## src/rtl/alu_seq_if.sv

```systemverilog
// rtl/alu_seq_if.sv - Operation/result handshake bundle for alu_seq
interface alu_seq_if #(
    parameter int W = 8
);
    logic         in_valid;
    logic         in_ready;
    logic [3:0]   operation;
    logic [W-1:0] a;
    logic [W-1:0] b;
    logic         out_valid;
    logic         out_ready;
    logic [W-1:0] result;
    logic         flag;

    modport slave (
        input  in_valid, operation, a, b, out_ready,
        output in_ready, out_valid, result, flag
    );

    modport master (
        output in_valid, operation, a, b, out_ready,
        input  in_ready, out_valid, result, flag
    );
endinterface

```

## src/rtl/alu_seq.sv

```systemverilog
// rtl/alu_seq.sv - Sequential ALU with single-cycle ops plus iterative MATCH and MUL
// The first MATCH index / first MUL partial product is evaluated at accept so latencies are i+1 and W.
module alu_seq #(
    parameter int W = 8,
    parameter int P = 4
) (
    input  logic     clk,
    input  logic     reset,
    alu_seq_if.slave bus
);
    localparam int CW = $clog2(W + 1);
    localparam logic [CW-1:0] MATCH_LAST = CW'(W - P);
    localparam logic [CW-1:0] MUL_LAST   = CW'(W - 1);
    localparam logic [3:0]    OP_MATCH   = 4'd9;
    localparam logic [3:0]    OP_MUL     = 4'd10;

    typedef enum logic [1:0] {S_IDLE, S_BUSY, S_DONE} state_t;

    state_t         state_q;
    logic           is_mul_q;
    logic [CW-1:0]  cnt_q;
    logic [2*W-1:0] acc_q;
    logic [2*W-1:0] mcand_q;
    logic [W-1:0]   shb_q;
    logic [P-1:0]   pat_q;
    logic [W-1:0]   result_q;
    logic           flag_q;

    logic           accept;
    logic           hit0;
    logic [W:0]     sdiff;
    logic [W:0]     wide;
    logic [W-1:0]   alu_result_d;
    logic           alu_flag_d;
    logic [2*W-1:0] mul_sum_d;

    assign bus.in_ready  = (state_q == S_IDLE) || ((state_q == S_DONE) && bus.out_ready);
    assign bus.out_valid = (state_q == S_DONE);
    assign bus.result    = result_q;
    assign bus.flag      = flag_q;

    assign accept    = bus.in_valid && bus.in_ready;
    assign hit0      = (bus.a[P-1:0] == bus.b[P-1:0]);
    assign sdiff     = {bus.a[W-1], bus.a} - {bus.b[W-1], bus.b};
    // shb_q doubles as the MUL multiplier and the MATCH sliding window
    assign mul_sum_d = acc_q + (shb_q[0] ? mcand_q : '0);

    always_comb begin
        alu_result_d = '0;
        alu_flag_d   = 1'b0;
        wide         = '0;
        case (bus.operation)
            4'd0: alu_result_d = bus.a;
            4'd1: alu_result_d = sdiff[W] ? W'(~sdiff + (W+1)'(1)) : sdiff[W-1:0];
            4'd2: alu_result_d = bus.a >> 1;
            4'd3: alu_result_d = bus.a << 1;
            4'd4: begin
                wide = {1'b0, bus.a} + {1'b0, bus.b};
                {alu_flag_d, alu_result_d} = wide;
            end
            4'd5: begin
                wide = {1'b0, bus.a} + (W+1)'(1);
                {alu_flag_d, alu_result_d} = wide;
            end
            4'd6: begin
                alu_result_d = bus.a - W'(1);
                alu_flag_d   = (alu_result_d == '0);
            end
            4'd7: alu_result_d = (bus.a < bus.b) ? bus.a : bus.b;
            4'd8: begin
                alu_result_d = bus.a;
                alu_flag_d   = bus.a[W-1];
            end
            default: ;
        endcase
    end

    always_ff @(posedge clk or posedge reset) begin
        if (reset) begin
            state_q  <= S_IDLE;
            is_mul_q <= 1'b0;
            cnt_q    <= '0;
            acc_q    <= '0;
            mcand_q  <= '0;
            shb_q    <= '0;
            pat_q    <= '0;
            result_q <= '0;
            flag_q   <= 1'b0;
        end else begin
            case (state_q)
                S_IDLE, S_DONE: begin
                    if (accept) begin
                        cnt_q    <= CW'(1);
                        pat_q    <= bus.a[P-1:0];
                        shb_q    <= bus.b >> 1;
                        mcand_q  <= {W'(0), bus.a} << 1;
                        acc_q    <= bus.b[0] ? {W'(0), bus.a} : '0;
                        is_mul_q <= (bus.operation == OP_MUL);
                        if (bus.operation == OP_MUL) begin
                            state_q <= S_BUSY;
                        end else if (bus.operation == OP_MATCH) begin
                            if (hit0 || (MATCH_LAST == '0)) begin
                                state_q  <= S_DONE;
                                result_q <= '0;
                                flag_q   <= hit0;
                            end else begin
                                state_q <= S_BUSY;
                            end
                        end else begin
                            state_q  <= S_DONE;
                            result_q <= alu_result_d;
                            flag_q   <= alu_flag_d;
                        end
                    end else if ((state_q == S_DONE) && bus.out_ready) begin
                        state_q <= S_IDLE;
                    end
                end
                S_BUSY: begin
                    cnt_q <= cnt_q + CW'(1);
                    shb_q <= shb_q >> 1;
                    if (is_mul_q) begin
                        acc_q   <= mul_sum_d;
                        mcand_q <= mcand_q << 1;
                        if (cnt_q == MUL_LAST) begin
                            state_q  <= S_DONE;
                            result_q <= mul_sum_d[W-1:0];
                            flag_q   <= |mul_sum_d[2*W-1:W];
                        end
                    end else if (shb_q[P-1:0] == pat_q) begin
                        state_q  <= S_DONE;
                        result_q <= W'(cnt_q);
                        flag_q   <= 1'b1;
                    end else if (cnt_q == MATCH_LAST) begin
                        state_q  <= S_DONE;
                        result_q <= '0;
                        flag_q   <= 1'b0;
                    end
                end
                default: state_q <= S_IDLE;
            endcase
        end
    end
endmodule

```

## src/flat_wrapper.sv

```systemverilog
// flat-port wrapper written by rule: the top's interface ports become plain ports
module alu_seq_flat 
#(
    parameter int W = 8,
    parameter int P = 4
)
  (clk, reset, bus_in_valid, bus_operation, bus_a, bus_b, bus_out_ready, bus_in_ready, bus_out_valid, bus_result, bus_flag);
  alu_seq_if #(.W(W)) bus_i ();
  input  logic clk;
  input  logic reset;
  input wire logic [$bits(bus_i.in_valid)-1:0] bus_in_valid;
  input wire logic [$bits(bus_i.operation)-1:0] bus_operation;
  input wire logic [$bits(bus_i.a)-1:0] bus_a;
  input wire logic [$bits(bus_i.b)-1:0] bus_b;
  input wire logic [$bits(bus_i.out_ready)-1:0] bus_out_ready;
  output wire logic [$bits(bus_i.in_ready)-1:0] bus_in_ready;
  output wire logic [$bits(bus_i.out_valid)-1:0] bus_out_valid;
  output wire logic [$bits(bus_i.result)-1:0] bus_result;
  output wire logic [$bits(bus_i.flag)-1:0] bus_flag;
  assign bus_i.in_valid = bus_in_valid;
  assign bus_i.operation = bus_operation;
  assign bus_i.a = bus_a;
  assign bus_i.b = bus_b;
  assign bus_i.out_ready = bus_out_ready;
  assign bus_in_ready = bus_i.in_ready;
  assign bus_out_valid = bus_i.out_valid;
  assign bus_result = bus_i.result;
  assign bus_flag = bus_i.flag;
  alu_seq #(.W(W), .P(P)) u_core (.clk(clk), .reset(reset), .bus(bus_i));
endmodule
```

## config.mk

```make
export PLATFORM = sky130hd
export DESIGN_NAME = alu_seq_flat
export DESIGN_NICKNAME = d
export VERILOG_FILES = /design/src/rtl/alu_seq_if.sv /design/src/rtl/alu_seq.sv /design/src/flat_wrapper.sv
export SDC_FILE = /design/constraint.sdc
export NUM_CORES = 1
export LEC_CHECK = 0
export ABC_CLOCK_PERIOD_IN_PS = 2700
export CAP_MARGIN = 40
export CORE_ASPECT_RATIO = 1.4
export CORE_MARGIN = 2
export CORE_UTILIZATION = 56
export CTS_BUF_LIST = sky130_fd_sc_hd__clkbuf_4 sky130_fd_sc_hd__clkbuf_8
export DETAILED_ROUTE_END_ITERATION = 8
export PLACE_DENSITY = 0.83
export RECOVER_POWER = 50
export SLEW_MARGIN = 20
export SYNTH_ARGS = -nofsm -noshare
export SYNTH_HDL_FRONTEND = slang
export SYNTH_SLANG_ARGS = --single-unit
```

## constraint.sdc

```tcl
create_clock -name clk -period 2.7 [get_ports clk]
set_input_delay 0.54 -clock clk [delete_from_list [all_inputs] [get_ports clk]]
set_output_delay 0.54 -clock clk [all_outputs]
set_load 0.01 [all_outputs]
```

==> impl_metrics.toml, run 1 <==
[cts]
htreeDepth = 3
cts.path.max_buffers = 2
clk_pin_slew_worst_paths_ns = 0.08
cts_root_buf = "clkbuf_8"
cts_tree = "built"
cts_sinks = 58
cts_hold_buf = 0
clk_latency_ns = 0.36
cts_buffers = 9

[cells_and_area]
final_cell_mix = "136 x buf_4, 92 x nand2_1, 58 x dfrtp_1"
fin_cells = 928
postLayoutCoreUtil_pct = 81.9
synthToLayoutAreaGrowth_pct = 42.6
layout_commonest_cell = "buf_4"
drive_gt1_share_pct = 29.7
antenna_cells = 0
fin_nets = 879

[floorplan]
fp-row-count = 41
coreArea_um2 = 8980
initial_core_util_pct = 57.4
io_pins = 35
die_x_um = 85.1
die_h_um = 118
die_area_um2 = 10000

[synth]
yosysSeqAreaShare_pct = 28.2
synth_fa_ha_area_share_pct = 9.90
syn_area_um2 = 5150
yosys.area_share.simple_pct = 24.1
synth.net_count = 723
synth_top_family_by_area = "compound AO/OA/AOI/OAI gates"
synth_flop_cell = "dfrtp_1"
avgSynthCellArea_um2 = 7.81
synth_compound_area_share_pct = 25.4
ys_types = 66
synth_mux_area_share_pct = 1.38
ys_ff_latch = 58
synth_xor_area_share_pct = 6.12
postSynthCellCount = 660
synth_edf_count = 0
async_flop_share_pct = 100
yosysWarnings = 0

[global_route]
grt_util_all_layers_pct = 39.4
antenna_found_initial = 0
grt_pass1_vias = 6270
grt_max_degree = 31
grt_pass1_wl_um = 31100
overflow = 0

[routing]
vias = 6080
drc = 0
routed_via_density = 6.55
totalWireLength_um = 20000
postRouteAntennaNets = 0
drt_iter0_drc = 585
post_drt_wl_per_cell_um = 21.6
first_pass_iters = 8

[sta]
fin_ws_ns = -0.126
slew_viol_final = 0
final.period_utilization_pct = 105
clock.fmax_ghz = 0.354
setup_viol = 3
max_slew.worst_pin.slew_ns = 1.08
hold_viol_final = 0
fin_crit_ns = 2.83
hold_ws_ns = 0.497
max-slew-margin-rel_pct = 28.2
finalClockSkew_ns = 0.0129
rsz0062_at_grt = "yes"

[place]
portBuffers = 34
routabilityCongestion = 0.987
hpwl_um = 14100
dp_cells = 893

[power]
seqPwrFrac_pct = 30.1
pwr-share-clk_pct = 24.4
combPwrFrac_pct = 45.5
peakVddDrop_uv = 480
power.share.switching_pct = 37.5
cellPowerDensity_nw_per_um2 = 527
p_int_mw = 2.42
p_leak_nw = 3.25
p_sw_mw = 1.45

[job]
cap_viol_max_count = 0

[worst_setup_path]
crit_path_max_incr_delay_ns = 0.43
cp_slowest_cell = "dfrtp_1"
path_cells = "buf_6 -> buf_6 -> and2_4 -> ha_4 -> buf_6 -> a211oi_4 -> o21bai_4 -> a21oi_2 -> xor2_1 -> nand3_2 -> nor4bb_4 -> a31oi_1"
r2r_end = "u_core.bus.flag"
cp-end-kind = "flop"
crit_required_ns = 2.93
crit_type = "flop to flop"
reg2reg_depth = 12
cpMostUsedCell = "buf_6"
r2r-start = "u_core.shb_q[0]"
cp.arrival_ns = 3.06
worst-path-max-fanout = 5
rrSetupSlack_ns = -0.13
startpoint_type = "flop"

[status]
status = "finished with violations"
violations = "setup timing"

[worst_hold_path]
hold_end = "u_core.bus.result[3]"
hold_depth = 2
min_from = "u_core.bus.result[3]"
worstHoldPathType = "flop to flop"
[power groups by stage]
stage | logic (mW) | clock network (mW) | registers, mW
6_report | 1.76 | 0.946 | 1.17
4_1_cts | 1.61 | 0.948 | 1.15
3_3_place_gp | 1.40 | 0 | 1.15
3_5_place_dp | 1.43 | 0 | 1.16
2_1_floorplan | 0.781 | 0 | 1.14
5_1_grt | 1.89 | 0.978 | 1.18
[sequential cells by signal (all words and copies together) (netlist names)]
signal	count
u_core.bus.result	8
u_core.pat_q	4
u_core.mcand_q	15
u_core.acc_q	16
u_core.bus.flag	1
u_core.shb_q	7
u_core.state_q	2
u_core.is_mul_q	1
u_core.cnt_q	4
[metrics by stage]
step           total power [mW]  worst slack, ns  instance area (um^2)  setup TNS (ns)
6_report                   3.87           -0.126                  7350          -0.186
3_5_place_dp               2.59           -0.537                  6510           -4.42
2_1_floorplan              1.92          0.00811                  5200               0
3_3_place_gp               2.54           -0.531                  6500           -3.96
5_1_grt                    4.04           -0.230                  7350          -0.629
4_1_cts                    3.72          -0.0208                  7060         -0.0252
[cells in the mapped netlist (all sizes together) (4+ instances only)]
library cell  count  area (um^2)
nand2            92          345
dfrtp            58         1450
o21ai            54          274
nor2             48          180
a21oi            40          200
ha               36          450
inv              28          105
clkbuf           24         90.1
nand3            24          120
xnor2            23          201
and2             19          119
a31oi            15         93.8
nand2b           15         93.8
buf              13         60.1
xor2             13          114
nor3             12         60.1
o22ai            11         68.8
a21o             10         75.1
o31ai             9         67.6
a22oi             8         60.1
and3              7         43.8
mux2i             6         60.1
nor2b             6         37.5
nand4             5         31.3
o21a              5         37.5
or2               5         31.3
or3               5         31.3
a211oi            4         30.0
a221o             4         41.3
a221oi            4         35.0
a41oi             4         35.0
nor4              4         40.0
o2111ai           4         35.0
o31a              4         35.0
[worst max-delay path, delay by kind of cell, from the launching register on]
family	cells	cell delay [ns]
AOI/OAI and AO/OA	4	0.77
xor gates and xnor gates	1	0.25
adders and majority gates	1	0.22
buffers and inverters	3	0.39
DFF	1	0.43
and+or+nand+nor	3	0.64
[kinds of logic after synthesis]
| logic type | after synthesis |
|---|---|
| xor+xnor | 36 |
| flops | 58 |
| fa+ha+maj | 39 |
| mux | 7 |
| simple gates | 255 |
| buf+inv | 65 |
| compound gates | 200 |
[worst max path at each step]
stage / start / to / depth (start not counted) / slack [ns]
final: u_core.shb_q[0] / u_core.bus.flag / 12 / -0.13
after global placement: bus_a[0] / u_core.bus.result[2] / 12 / -0.53
after floorplan: bus_a[0] / u_core.bus.result[7] / 12 / 0.008
after detailed placement: bus_a[0] / u_core.bus.result[2] / 12 / -0.54
after global routing: u_core.shb_q[0] / u_core.bus.flag / 10 / -0.23
after CTS: u_core.shb_q[0] / u_core.bus.flag / 11 / -0.02
[final cells by class]
type	instances	area, um^2
multi-input combinational	537	3950
fill	561	1630
timing repair buffer	182	1480
sequential	58	1450
clock buffer	10	138
tap	107	134
inverter	28	108
clock inverter	6	88.8
[layer usage]
metal / part of all wire [%] / vias to the layer above / track usage [%] / wire length [um]
met2: 51 / 392 / 68.0 / 10100
met5: 0 / - / 0 / 0
li1: - / 2698 / - / -
met4: 8.8 / 0 / 30.3 / 1770
met3: 6.6 / 150 / 6.94 / 1330
met1: 34 / 2840 / 41.2 / 6810
[repair_timing]
action / CTS / global route
endpoints found under the setup margin: 10 / 13
buffers inserted: 8 / 10
resized for setup: 56 / 41
gates cloned: 1 / 0
pin swaps: 34 / 35
(Power assumes the default switching activity.)
==> inputs of run 2 (changes only) <==
- PLACE_DENSITY: 0.83 -> 0.9
==> impl_metrics.toml, run 2 (same netlist as run 1, synthesis figures left out) <==
[status]
status = "finished with violations"
violations = "setup timing"

[worst_setup_path]
cp.arrival_ns = 3.05
critPathBufInv = 1
worst-path-max-fanout = 7
cp-end-kind = "flop"
cp.depth = 10
r2r-start = "u_core.shb_q[0]"
crit_path_max_incr_delay_ns = 0.41
startpoint_type = "flop"
critPathTopFamily = "compound AO/OA/AOI/OAI gates"
cp_slowest_cell = "dfrtp_1"
path_cells = "buf_6 -> and2_4 -> fa_2 -> a211oi_4 -> o21bai_2 -> a31oi_1 -> xor2_1 -> nand3_1 -> nor4bb_2 -> a31oi_1"
cpMostUsedCell = "a31oi_1"
reg2reg_depth = 10
startpoint = "u_core.shb_q[0]"
crit_type = "flop to flop"
crit_required_ns = 2.93

[floorplan]
fp-row-count = 41
die_h_um = 118
initial_core_util_pct = 57.4
coreArea_um2 = 8980
io_pins = 35
die_area_um2 = 10000
die_x_um = 85.1

[global_route]
grt_util_all_layers_pct = 39.1
grt_pass1_vias = 6044
antenna_found_initial = 0
grt_pass1_wl_um = 30500
overflow = 0
grt_max_degree = 36

[job]
cap_viol_max_count = 0

[sta]
finalSetupTns_ns = -0.122
fin_ws_ns = -0.122
rsz0062_at_grt = "yes"
slew_viol_final = 0
final.period_utilization_pct = 105
fin_crit_ns = 2.82
max_slew.worst_pin.slew_ns = 0.956
finalClockSkew_ns = 0.0111
hold_viol_final = 0
setup_viol = 1
max-slew-margin-rel_pct = 36.3
clock.fmax_ghz = 0.354

[cts]
htreeDepth = 3
cts_tree = "built"
clk_pin_slew_worst_paths_ns = 0.08
cts_sinks = 58
clk_latency_ns = 0.36
cts_buffers = 9
cts_hold_buf = 0
cts.path.max_buffers = 2
cts_root_buf = "clkbuf_8"

[routing]
routed_via_density = 6.50
drc = 0
totalWireLength_um = 20000
post_drt_wl_per_cell_um = 21.9
postRouteAntennaNets = 0
drt_iter0_drc = 608
vias = 5948
first_pass_iters = 6

[worst_hold_path]
min_from = "u_core.acc_q[0]"
worstHoldPathType = "flop to flop"
hold_depth = 2

[place]
dp_slack_ns = -0.523
routabilityCongestion = 0.995
portBuffers = 34
hpwl_um = 14500

[cells_and_area]
fin_nets = 866
largest_register_ffs = 16
regMostFlops = "u_core.acc_q"
synthToLayoutAreaGrowth_pct = 37.9
antenna_cells = 0
drive_gt1_share_pct = 26.9
layout_commonest_cell = "buf_4"
nFillCells = 594
final_cell_mix = "130 x buf_4, 92 x nand2_1, 58 x dfrtp_1"

[power]
cellPowerDensity_nw_per_um2 = 535
pwr-share-clk_pct = 24.9
power.share.switching_pct = 37.6
combPwrFrac_pct = 44.5
seqPwrFrac_pct = 30.6
p_leak_nw = 3.19
p_sw_mw = 1.43
p_int_mw = 2.38
peakVddDrop_uv = 561
-- run 2: metal layers --
| metal | vias up | track usage [%] | part of all wire, % |
|---|---|---|---|
| met5 | - | 0 | 0 |
| met1 | 2784 | 40.5 | 34 |
| met3 | 122 | 5.47 | 5.7 |
| li1 | 2672 | - | - |
| met2 | 370 | 69.7 | 53 |
| met4 | 0 | 28.8 | 7.9 |
-- run 2: what timing repair did --
action | 4_1_cts | 5_1_grt
gates cloned | 0 | 0
resized for setup | 38 | 32
pin swaps | 22 | 27
buffers inserted | 10 | 4
endpoints found under the setup margin | 10 | 13
-- run 2: area by class of cell --
type	count	area (um^2)	share of cell area, %
repair buffers	169	1380	19.4
inverters	28	108	1.51
well taps	107	134	1.88
multi-input cells	537	3810	53.6
clock buffers	10	138	1.94
clock inverters	6	88.8	1.25
flip-flops and latches	58	1450	20.4
-- run 2: power groups by stage --
stage                     registers [mW]  logic (mW)  clock network (mW)
after floorplan                     1.14       0.781                   0
after global placement              1.15        1.40                   0
after detailed placement            1.16        1.45                   0
after CTS                           1.15        1.56               0.952
after global routing                1.18        1.80               0.993
final                               1.16        1.69               0.949
-- run 2: through the flow --
| step | std cells | utilization, % | power, mW | hold WS (ns) | area, um^2 |
|---|---|---|---|---|---|
| after floorplan | 660 | - | 1.92 | 0.446 | 5200 |
| after global placement | 887 | 72.0 | 2.55 | 0.463 | 6460 |
| after detailed placement | 887 | 72.0 | 2.61 | 0.467 | 6470 |
| after CTS | 913 | 77.5 | 3.66 | 0.486 | 6960 |
| after global routing | 915 | 79.2 | 3.96 | 0.513 | 7110 |
| final | 915 | 79.2 | 3.81 | 0.490 | 7110 |
-- run 2: worst paths after layout --
check / endpoint / slack (ns)
setup reg to reg: u_core.bus.flag / -0.12
hold reg to reg: u_core.acc_q[0] / 0.49
max in group asynchronous: u_core.mcand_q[5] / 0.43
min in group asynchronous: u_core.state_q[0] / 0.81
setup / recovery: u_core.bus.flag / -0.12
hold / removal: u_core.acc_q[0] / 0.49
-- run 2: worst register-to-register path, cell delays in order (launching register included) --
cell and delay (ns):
dfrtp_1 0.41, buf_6 0.15, and2_4 0.17, fa_2 0.40
a211oi_4 0.33, o21bai_2 0.16, a31oi_1 0.24, xor2_1 0.22
nand3_1 0.18, nor4bb_2 0.32, a31oi_1 0.13
